--- config.mk ---
export PLATFORM = sky130hd
export DESIGN_NAME = rot_scheduler_flat
export DESIGN_NICKNAME = d
export VERILOG_FILES = /design/src/rtl/rot_scheduler_if.sv /design/src/rtl/rot_scheduler.sv /design/src/flat_wrapper.sv
export SDC_FILE = /design/constraint.sdc
export NUM_CORES = 1
export LEC_CHECK = 0
export ABC_CLOCK_PERIOD_IN_PS = 2900
export CORE_MARGIN = 3
export CORE_UTILIZATION = 45
export CTS_BUF_LIST = sky130_fd_sc_hd__clkbuf_8
export DETAILED_ROUTE_END_ITERATION = 10
export PLACE_DENSITY = 0.83
export SYNTH_ARGS = -nofsm -noshare
export SYNTH_HDL_FRONTEND = slang
export SYNTH_SLANG_ARGS = --single-unit
--- constraint.sdc ---
create_clock -name clock -period 2.9 [get_ports clock]
set_input_delay 0.435 -clock clock [delete_from_list [all_inputs] [get_ports clock]]
set_output_delay 0.435 -clock clock [all_outputs]
set_load 0.1 [all_outputs]
--- src/rtl/rot_scheduler_if.sv ---
// Request/response bundle for the two-port rotate scheduler.
// The master side drives requests and consumes responses; the slave side is the scheduler.
interface rot_scheduler_if;
   logic        req_valid_0;
   logic        req_valid_1;
   logic        req_ready_0;
   logic        req_ready_1;
   logic        req_dir_0;
   logic        req_dir_1;
   logic [31:0] req_amt_0;
   logic [31:0] req_amt_1;
   logic [31:0] req_data_0;
   logic [31:0] req_data_1;
   logic        rsp_valid_0;
   logic        rsp_valid_1;
   logic        rsp_ready_0;
   logic        rsp_ready_1;
   logic [31:0] rsp_data_0;
   logic [31:0] rsp_data_1;

   modport master (
      output req_valid_0, req_valid_1, req_dir_0, req_dir_1,
             req_amt_0, req_amt_1, req_data_0, req_data_1,
             rsp_ready_0, rsp_ready_1,
      input  req_ready_0, req_ready_1,
             rsp_valid_0, rsp_valid_1, rsp_data_0, rsp_data_1
   );

   modport slave (
      input  req_valid_0, req_valid_1, req_dir_0, req_dir_1,
             req_amt_0, req_amt_1, req_data_0, req_data_1,
             rsp_ready_0, rsp_ready_1,
      output req_ready_0, req_ready_1,
             rsp_valid_0, rsp_valid_1, rsp_data_0, rsp_data_1
   );
endinterface

--- src/rtl/rot_scheduler.sv ---
// Two-port round-robin scheduler in front of one shared 32-bit rotate unit.
// One operation in flight: accept (IDLE) -> compute (EXEC) -> hold result (RESP).
module rot_scheduler #(
   parameter bit RR_INIT = 1'b0
) (
   input  logic            clock,
   input  logic            clear,
   rot_scheduler_if.slave  bus,
   output logic            busy,
   output logic            grant_id
);

   typedef enum logic [1:0] {
      IDLE = 2'd0,
      EXEC = 2'd1,
      RESP = 2'd2
   } state_t;

   state_t      state;
   state_t      state_nxt;
   logic        rr_ptr;
   logic        op_dir;
   logic [4:0]  op_amt;
   logic [31:0] op_data;
   logic        op_grant;
   logic [31:0] result;
   logic [31:0] rot_out;
   logic [4:0]  rot_left_amt;
   logic        accept_0;
   logic        accept_1;
   logic        rsp_done;
   logic        amt_hi_unused;

   // Only amt mod 32 participates in the rotate.
   assign amt_hi_unused = ^{bus.req_amt_0[31:5], bus.req_amt_1[31:5]};

   // Five-stage log rotator, left only; right rotates become left by (32-N) mod 32.
   function automatic logic [31:0] rotl32(input logic [31:0] d, input logic [4:0] n);
      logic [31:0] s;
      s = d;
      if (n[0]) s = {s[30:0], s[31]};
      if (n[1]) s = {s[29:0], s[31:30]};
      if (n[2]) s = {s[27:0], s[31:28]};
      if (n[3]) s = {s[23:0], s[31:24]};
      if (n[4]) s = {s[15:0], s[31:16]};
      return s;
   endfunction

   always_comb begin
      rot_left_amt = op_dir ? (5'd0 - op_amt) : op_amt;
      rot_out      = rotl32(op_data, rot_left_amt);
   end

   // Arbitration: contention is settled by the pointer, a lone requester always wins.
   always_comb begin
      accept_0 = 1'b0;
      accept_1 = 1'b0;
      if (clear && (state == IDLE)) begin
         accept_0 = bus.req_valid_0 && (!bus.req_valid_1 || (rr_ptr == 1'b0));
         accept_1 = bus.req_valid_1 && (!bus.req_valid_0 || (rr_ptr == 1'b1));
      end
   end

   always_comb begin
      rsp_done  = 1'b0;
      state_nxt = state;
      case (state)
         IDLE: begin
            if (accept_0 || accept_1) state_nxt = EXEC;
         end
         EXEC: begin
            state_nxt = RESP;
         end
         RESP: begin
            rsp_done = op_grant ? bus.rsp_ready_1 : bus.rsp_ready_0;
            if (rsp_done) state_nxt = IDLE;
         end
         default: begin
            state_nxt = IDLE;
         end
      endcase
   end

   always_ff @(posedge clock or negedge clear) begin
      if (!clear) begin
         state <= IDLE;
      end else begin
         state <= state_nxt;
      end
   end

   always_ff @(posedge clock or negedge clear) begin
      if (!clear) begin
         rr_ptr   <= RR_INIT;
         op_dir   <= 1'b0;
         op_amt   <= '0;
         op_data  <= '0;
         op_grant <= 1'b0;
         result   <= '0;
      end else begin
         if (accept_0 || accept_1) begin
            op_dir   <= accept_1 ? bus.req_dir_1 : bus.req_dir_0;
            op_amt   <= accept_1 ? bus.req_amt_1[4:0] : bus.req_amt_0[4:0];
            op_data  <= accept_1 ? bus.req_data_1 : bus.req_data_0;
            op_grant <= accept_1;
            rr_ptr   <= !accept_1;
         end
         if (state == EXEC) begin
            result <= rot_out;
         end
      end
   end

   assign bus.req_ready_0 = accept_0;
   assign bus.req_ready_1 = accept_1;
   assign bus.rsp_valid_0 = clear && (state == RESP) && !op_grant;
   assign bus.rsp_valid_1 = clear && (state == RESP) && op_grant;
   assign bus.rsp_data_0  = bus.rsp_valid_0 ? result : '0;
   assign bus.rsp_data_1  = bus.rsp_valid_1 ? result : '0;
   assign busy            = clear && (state != IDLE);
   assign grant_id        = busy && op_grant;

endmodule
--- src/flat_wrapper.sv ---
// flat-port wrapper written by rule: the top's interface ports become plain ports
module rot_scheduler_flat 
#(
   parameter bit RR_INIT = 1'b0
)
  (clock, clear, busy, grant_id, bus_req_valid_0, bus_req_valid_1, bus_req_dir_0, bus_req_dir_1, bus_req_amt_0, bus_req_amt_1, bus_req_data_0, bus_req_data_1, bus_rsp_ready_0, bus_rsp_ready_1, bus_req_ready_0, bus_req_ready_1, bus_rsp_valid_0, bus_rsp_valid_1, bus_rsp_data_0, bus_rsp_data_1);
  rot_scheduler_if bus_i ();
  input  logic clock;
  input  logic clear;
  output logic busy;
  output logic grant_id;
  input wire logic [$bits(bus_i.req_valid_0)-1:0] bus_req_valid_0;
  input wire logic [$bits(bus_i.req_valid_1)-1:0] bus_req_valid_1;
  input wire logic [$bits(bus_i.req_dir_0)-1:0] bus_req_dir_0;
  input wire logic [$bits(bus_i.req_dir_1)-1:0] bus_req_dir_1;
  input wire logic [$bits(bus_i.req_amt_0)-1:0] bus_req_amt_0;
  input wire logic [$bits(bus_i.req_amt_1)-1:0] bus_req_amt_1;
  input wire logic [$bits(bus_i.req_data_0)-1:0] bus_req_data_0;
  input wire logic [$bits(bus_i.req_data_1)-1:0] bus_req_data_1;
  input wire logic [$bits(bus_i.rsp_ready_0)-1:0] bus_rsp_ready_0;
  input wire logic [$bits(bus_i.rsp_ready_1)-1:0] bus_rsp_ready_1;
  output wire logic [$bits(bus_i.req_ready_0)-1:0] bus_req_ready_0;
  output wire logic [$bits(bus_i.req_ready_1)-1:0] bus_req_ready_1;
  output wire logic [$bits(bus_i.rsp_valid_0)-1:0] bus_rsp_valid_0;
  output wire logic [$bits(bus_i.rsp_valid_1)-1:0] bus_rsp_valid_1;
  output wire logic [$bits(bus_i.rsp_data_0)-1:0] bus_rsp_data_0;
  output wire logic [$bits(bus_i.rsp_data_1)-1:0] bus_rsp_data_1;
  assign bus_i.req_valid_0 = bus_req_valid_0;
  assign bus_i.req_valid_1 = bus_req_valid_1;
  assign bus_i.req_dir_0 = bus_req_dir_0;
  assign bus_i.req_dir_1 = bus_req_dir_1;
  assign bus_i.req_amt_0 = bus_req_amt_0;
  assign bus_i.req_amt_1 = bus_req_amt_1;
  assign bus_i.req_data_0 = bus_req_data_0;
  assign bus_i.req_data_1 = bus_req_data_1;
  assign bus_i.rsp_ready_0 = bus_rsp_ready_0;
  assign bus_i.rsp_ready_1 = bus_rsp_ready_1;
  assign bus_req_ready_0 = bus_i.req_ready_0;
  assign bus_req_ready_1 = bus_i.req_ready_1;
  assign bus_rsp_valid_0 = bus_i.rsp_valid_0;
  assign bus_rsp_valid_1 = bus_i.rsp_valid_1;
  assign bus_rsp_data_0 = bus_i.rsp_data_0;
  assign bus_rsp_data_1 = bus_i.rsp_data_1;
  rot_scheduler #(.RR_INIT(RR_INIT)) u_core (.clock(clock), .clear(clear), .bus(bus_i), .busy(busy), .grant_id(grant_id));
endmodule
==> results.md, run 1 <==
- Min-Delay Startpoint: u_core.op_data[6]$_DFFE_PN0P_
- CTS tree: yes
- Slew Limit Fails: 0
- PostCTS Resize Cnt: 0
- Worst-path clk slew: 0.07 ns
- Largest area contributor in the netlist: dfrtp_1
- Final worst clock skew: about 0.008 ns
- R2r endpoint: u_core.result[11]$_DFFE_PN0N_
- Warnings from Yosys: 0
- Root Buffer: clkbuf_8
- Run status: finished, final reports clean
- Total number of vias: between 4,000 and 5,000
- Number of buffers created by CTS: 9
- Largest net degree at the start of global routing: 45
- CP Capture Type: primary output
- Area grow syn2layout: 49.3%
- Pwr Density: 1250 nW/um^2
- DIE AREA: 12,600 sq um
- Post-synth EDFFs: 0
- Register-to-register setup slack: 0.42 ns
- Vias in the first global route: 4,431
- Slowest stage delay, CP: 0.61 ns
- Number of remaining DRC errors: 0
- Net Switching: 4750 uW
- Top cells by count, synth: nand2_1, mux2i_1, dfrtp_1
- Seq pwr share: 0.208
- Total power: between 9000 and 10,000 uW
- I/O pin cnt: 206
- Rel. slew slack: 0.234
- Post-Route WL: ~14,000 um
- GP Congestion: 0.856
- Die X: 112 um
- Synth cell types: 34
- Fillers: between 800 and 900
- Max Cap Viol: 0
- Die span in y: 112 um
- Antenna violations before repair: 0
- Core area: 10,900 sq um
- Worst VDD drop: 0.000693 V
- Sequential share of the synthesized area: 0.366
- Most common cell in the netlist: nand2_1
- CP cell instances: dlygate4sd3_1 > buf_4 > nor3b_2 > buf_4 > and2_1 > buf_12
- Fin crit period: 2.68 ns
- Hold path depth: 2
- Worst-skew pair later-pin latency: approximately 0.35 ns
- Wire length of the first global-routing pass: 22,500 um
- Row count: 38
- Mean area per synthesized cell: 9.35 sq um
- Fmax: about 370 MHz
- Hold slack: 0.506 ns
- Comb pwr share: 0.708
- Cells after Synth: 541
- Reg2reg start: u_core.op_amt[0]$_DFFE_PN0P_
- Routed len/inst: 16.6 um
- IO Port Bufs: 151
- Fraction of registers with async set/reset: 1.00
- Initial drt markers: 232
- Hold EP: u_core.op_data[6]$_DFFE_PN0P_
- Critical path required time: 2.47 ns
- Antenna viol nets, final: 0
- Final hold vios: 0
- Final setup violation count: 0
- GRT Overall Usage: 0.219
- Clock buffer depth: 2
- Ant diodes: 0
- Max FO, Critical Path: 33
- Initial Utilization: 0.463
- Worst Reg-to-Reg Cells: 7
- Clock share of power: 0.084
- Least-Margin Pin Slew: 1.15 ns
- Pre-Repair DR Iteration Count: 5
- Leak pwr: 0.00342 uW
- RSZ-0062 raised after global routing: false
- Synth Register Bits: 74
- Post-DP HPWL: ~11,000 um
- Yosys top cell area share: 0.366
- CTS sink count: 74
- Remaining global-route overflow: 0
- Netlist Area Pre-Place: 5060 sq um
- Layout cell share with drive strength beyond 1: 0.203
- CP dominant cell by count: buf_4
- Worst Setup Start Kind: primary input
- CP max-delay cell: dlygate4sd3_1
- Crit path kind: primary input to primary output
- Power Internal: 4680 uW
- Ys flop type: dfrtp_1
- H-tree levels: 3
- Postcts setup bufs: 0
- Via density: 5.48
- Hold Path Class: register to register
- Final #Nets: between 800 and 900
- Top cells by area, synth: dfrtp_1, mux2i_1, nand2_1
- CP arrival: 2.24 ns
- Setup TNS: 0 ns
- Post-Syn Nets: 678
- Fin crit share: 0.923
- Sw frac: 0.504
- Hold-fix buffers, CTS: 1
power by group through the flow:
stage | sequential [uW] | clock (uW) | combinational, uW
2_1_floorplan | 1800 | 0 | 5140
3_3_place_gp | 1940 | 0 | 6440
3_5_place_dp | 1980 | 0 | 6620
4_1_cts | 1960 | 810 | 6670
5_1_grt | 2030 | 832 | 7250
6_report | 1960 | 793 | 6680
flip-flops by register name, indices dropped and copies added, names as in the netlist:
name / count
u_core.op_amt: 5
u_core.op_grant: 1
u_core.state: 2
u_core.op_dir: 1
u_core.rr_ptr: 1
u_core.op_data: 32
u_core.result: 32
final cells by class:
class,instances,area (sq um),area share
Clock buffer,14,193,0.0255
Timing Repair Buffer,166,2320,0.308
Inverter,7,26.3,0.00348
Multi-Input combinational cell,418,2980,0.394
Tap cell,140,175,0.0232
Sequential cell,74,1850,0.245
Clock inverter,2,8.76,0.00116
through the flow:
step,area [sq um],instances,utilization,setup slack [ns]
2_1_floorplan,5060,541,-,0.143
6_report,7560,821,0.691,0.223
3_5_place_dp,7340,804,0.672,0.438
3_3_place_gp,7340,804,0.672,0.525
4_1_cts,7560,821,0.691,0.207
5_1_grt,7560,821,0.691,0.0997
worst max path at each step:
stage	startpoint	endpoint	slack, ns	cells past startpoint
4_1_cts	clear	bus_rsp_data_0[15]	0.21	6
5_1_grt	clear	bus_rsp_data_0[5]	0.1	6
3_5_place_dp	u_core.op_amt[0]$_DFFE_PN0P_	u_core.result[12]$_DFFE_PN0N_	0.44	7
6_report	clear	bus_rsp_data_0[0]	0.22	6
3_3_place_gp	u_core.op_amt[0]$_DFFE_PN0P_	u_core.result[12]$_DFFE_PN0N_	0.52	7
2_1_floorplan	u_core.state[0]$_DFFE_PN0P_	bus_rsp_data_0[22]	0.14	4
cells by family (layout without fill, tap and decap cells):
| family | after synthesis | in the layout | share of synthesized area |
|---|---|---|---|
| multiplexers | 130 | 130 | 0.266 |
| adder cells (fa/ha/maj) | 1 | 1 | 0.00247 |
| flip-flops | 74 | 74 | 0.366 |
| AO/OA/AOI/OAI | 76 | 76 | 0.116 |
| AND/OR/NAND/NOR | 208 | 208 | 0.192 |
| XOR/XNOR | 3 | 3 | 0.00668 |
| buffers and inverters | 49 | 189 | 0.0504 |
routing by layer:
layer	global-route usage	share of wire	vias up
li1	-	-	2188
met4	0.0713	0.019	0
met5	0	0	-
met2	0.371	0.49	182
met3	0.0334	0.058	18
met1	0.290	0.44	2110
layout by cell type (no fill, tap or decap), drive strengths merged:
master,netlist,routed
and2,64,64
o221ai,32,32
o31ai,2,2
xor2,1,1
xnor2,2,2
nor2b,3,3
nand4,1,1
clkdlybuf4s50,0,80
clkbuf,23,14
mux2,34,34
nand2,111,111
a22oi,17,17
clkinv,0,1
nor3b,1,1
inv,7,8
nand2b,3,3
o21ai,3,3
mux2i,96,96
buf,19,85
a31oi,21,21
nor2,25,25
dfrtp,74,74
dlygate4sd3,0,1
o2111ai,1,1
ha,1,1
critical path: cells and delay by family:
family / cells / cell delay, ns
buf+inv: 4 / 1.37
simple gates: 2 / 0.44
Power figures use the tool's default switching activity.
==> inputs of run 2 (changes only) <==
- ABC_AREA: not set -> 1
- PLACE_DENSITY: 0.83 -> 0.81
==> results.md, run 2 <==
- Run status: finished, final reports clean
- Row count: 39
- Worst Reg-to-Reg Cells: 11
- Layout cell share with drive strength beyond 1: 0.178
- Worst Setup Slack post-DPL: 0.403 ns
- Seq pwr share: 0.174
- Final Util: 0.720
- Fraction of registers with async set/reset: 1.00
- Slew Limit Fails: 0
- RSZ-0062 raised after global routing: false
- Leak pwr: around 0.0038 uW
- CP cell instances: inv_1 > nor2_1 > nand2_1 > nor2_2 > inv_2 > buf_4 > nor2_4 > buf_12
- Worst-path clk slew: 0.08 ns
- Number of remaining DRC errors: 0
- Clock share of power: 0.088
- Register-to-register setup slack: 0.44 ns
- Core area: around 12,000 sq um
- Worst VDD drop: 0.000731 V
- Fin cells: ~1,200
- Cells after Synth: between 900 and 1,000
- CTS sink count: 74
- Final Worst Setup Slack: 0.311 ns
- Crit path from: u_core.state[1]$_DFFE_PN0P_
- Final worst clock skew: 0.0109 ns
- Via density: roughly 5.3
- Fin crit period: 2.59 ns
- Antenna violations before repair: 0
- CP arrival: 2.15 ns
- Total number of vias: 6,253
- Top cells by area, synth: dfrtp_1, nand2_1, nand3_1
- Synth cell types: 22
- GRT Overall Usage: 0.257
- IO Port Bufs: 151
- Sequential share of the synthesized area: 0.335
- Number of buffers created by CTS: 9
- Mean area per synthesized cell: 6.07 sq um
- Max Cap Viol: 0
- Routed len/inst: 14.5 um
- Sw frac: 0.578
- Remaining global-route overflow: 0
- Most common cell after layout, fill and taps aside: nand2_1
- CP Capture Type: primary output
- I/O pin cnt: between 200 and 250
- Largest net degree at the start of global routing: 75
- Largest area contributor in the netlist: dfrtp_1
- Initial Utilization: 0.472
- Final #Nets: roughly 1,200
- Ys flop type: dfrtp_1
- Comb pwr share: 0.739
- Worst Setup Start Kind: register
- Post-Syn Nets: 1,047
- Die span in y: 117 um
- Netlist Area Pre-Place: 5530 sq um
- Top cells by count, synth: nand2_1, nand3_1, nor2_1
- Wire length of the first global-routing pass: roughly 28,000 um
- Synth Register Bits: 74
- Reg2reg start: u_core.op_amt[1]$_DFFE_PN0P_
- Warnings from Yosys: 0
- Vias in the first global route: approximately 6,000
- Dpl cells: approximately 1,200
- Most frequent cells in the layout: nand2_1, nand3_1, clkdlybuf4s50_1
- Clock buffer depth: 2
- Pwr Density: 1240 nW/um^2
- Least-Margin Pin Slew: 0.895 ns
- Pre-Repair DR Iteration Count: 8
- Worst-skew pair later-pin latency: 0.35 ns
- Yosys top cell area share: 0.335
- Critical path required time: ~2.5 ns
- Root Buffer: clkbuf_8
- Fmax: about 390 MHz
- R2r endpoint: u_core.result[18]$_DFFE_PN0N_
- Hold-fix buffers, CTS: 0
- Fillers: 925
- GP Congestion: 0.960
- Power Internal: 4420 uW
- CTS tree: yes
- Antenna viol nets, final: 0
- Final hold vios: 0
- CP max-delay cell: inv_2
- Post-Route WL: 17,000 um
- Post-DP HPWL: 13,500 um
- Ant diodes: 0
- Area grow syn2layout: 52.5%
- Rel. slew slack: 0.404
- Slowest stage delay, CP: 0.51 ns
- PostCTS Resize Cnt: 0
- Max FO, Critical Path: 16
- Fin crit share: 0.893
- Crit path kind: register to primary output
- Biggest regs: u_core.op_data (32), u_core.result (32), u_core.op_amt (5)
- Net Switching: just over 6000 uW
- Post-synth EDFFs: 0
- Worst setup endpoint: bus_rsp_data_1[18]
- Hold Path Class: primary input to async pin
- H-tree levels: 3
- Most common cell in the netlist: nand2_1
- Die X: 117 um
- Final setup violation count: 0
- Postcts setup bufs: 0
- DIE AREA: 13,600 sq um
- Initial drt markers: 604
-- run 2: changes by cell type after synthesis, sizes merged, moves of 62 or more --
cell / delta
nand2: +226
nor2: +66
mux2i: -96
nand3: +216
and2: -64
inv: +62
-- run 2: how the worst min path moves through the flow --
stage                                        from                       endpoint  slack (ns)
floorplan                                   clear   u_core.op_amt[0]$_DFFE_PN0P_        0.14
global placement    u_core.result[28]$_DFFE_PN0N_  u_core.result[28]$_DFFE_PN0N_        0.46
global route                                clear  u_core.op_data[9]$_DFFE_PN0P_        0.42
finish                                      clear  u_core.op_data[9]$_DFFE_PN0P_        0.34
CTS                                         clear  u_core.op_data[9]$_DFFE_PN0P_        0.37
detailed placement  u_core.result[14]$_DFFE_PN0N_  u_core.result[14]$_DFFE_PN0N_        0.47
-- run 2: cells by family (layout without fill, tap and decap cells) --
logic type	count (synthesis)	in the layout	synth area share
flops	74	74	0.335
simple gates	646	646	0.492
xor+xnor	1	1	0.00294
compound gates	59	59	0.0627
fa+ha+maj	1	1	0.00226
buf+inv	129	251	0.105
-- run 2: power by group through the flow --
| stage | logic [uW] | registers [uW] | clock network (uW) |
|---|---|---|---|
| after global routing | 8570 | 1890 | 969 |
| after floorplan | 6030 | 1750 | 0 |
| after CTS | 7620 | 1820 | 924 |
| final | 7720 | 1820 | 915 |
| after global placement | 7460 | 1810 | 0 |
| after detailed placement | 7580 | 1830 | 0 |
-- run 2: area by class of cell --
| cell class | instances | area [sq um] | share of cell area |
|---|---|---|---|
| Multi-Input combinational cell | 707 | 3560 | 0.423 |
| Inverter | 70 | 263 | 0.0312 |
| Clock buffer | 11 | 151 | 0.0180 |
| Tap cell | 143 | 179 | 0.0212 |
| Timing Repair Buffer | 166 | 2340 | 0.278 |
| Sequential cell | 74 | 1850 | 0.220 |
| Clock inverter | 4 | 75.1 | 0.00891 |
-- run 2: per-layer routing --
layer  track usage  share of wire  routed length (um)  vias to the layer above
met2         0.417           0.47                7940                      271
met4        0.0864          0.031                 535                        0
li1              -              -                   -                     3158
met3        0.0499          0.075                1280                       32
met1         0.345           0.43                7260                     2792
met5             0              0                   0                        -
-- run 2: critical path: cells and delay by family (launching register included) --
| kind | cells | cell delay [ns] |
|---|---|---|
| buf+inv | 4 | 1.10 |
| flops | 1 | 0.41 |
| simple gates | 4 | 0.27 |
-- run 2: stage by stage --
step	instance area, sq um	TNS, ns	hold WS, ns	power (uW)
floorplan	6000	-20.47	0.139	7780
global placement	8200	0	0.465	9270
detailed placement	8200	0	0.467	9420
CTS	8430	0	0.373	10400
global route	8430	0	0.416	11400
finish	8430	0	0.337	10500
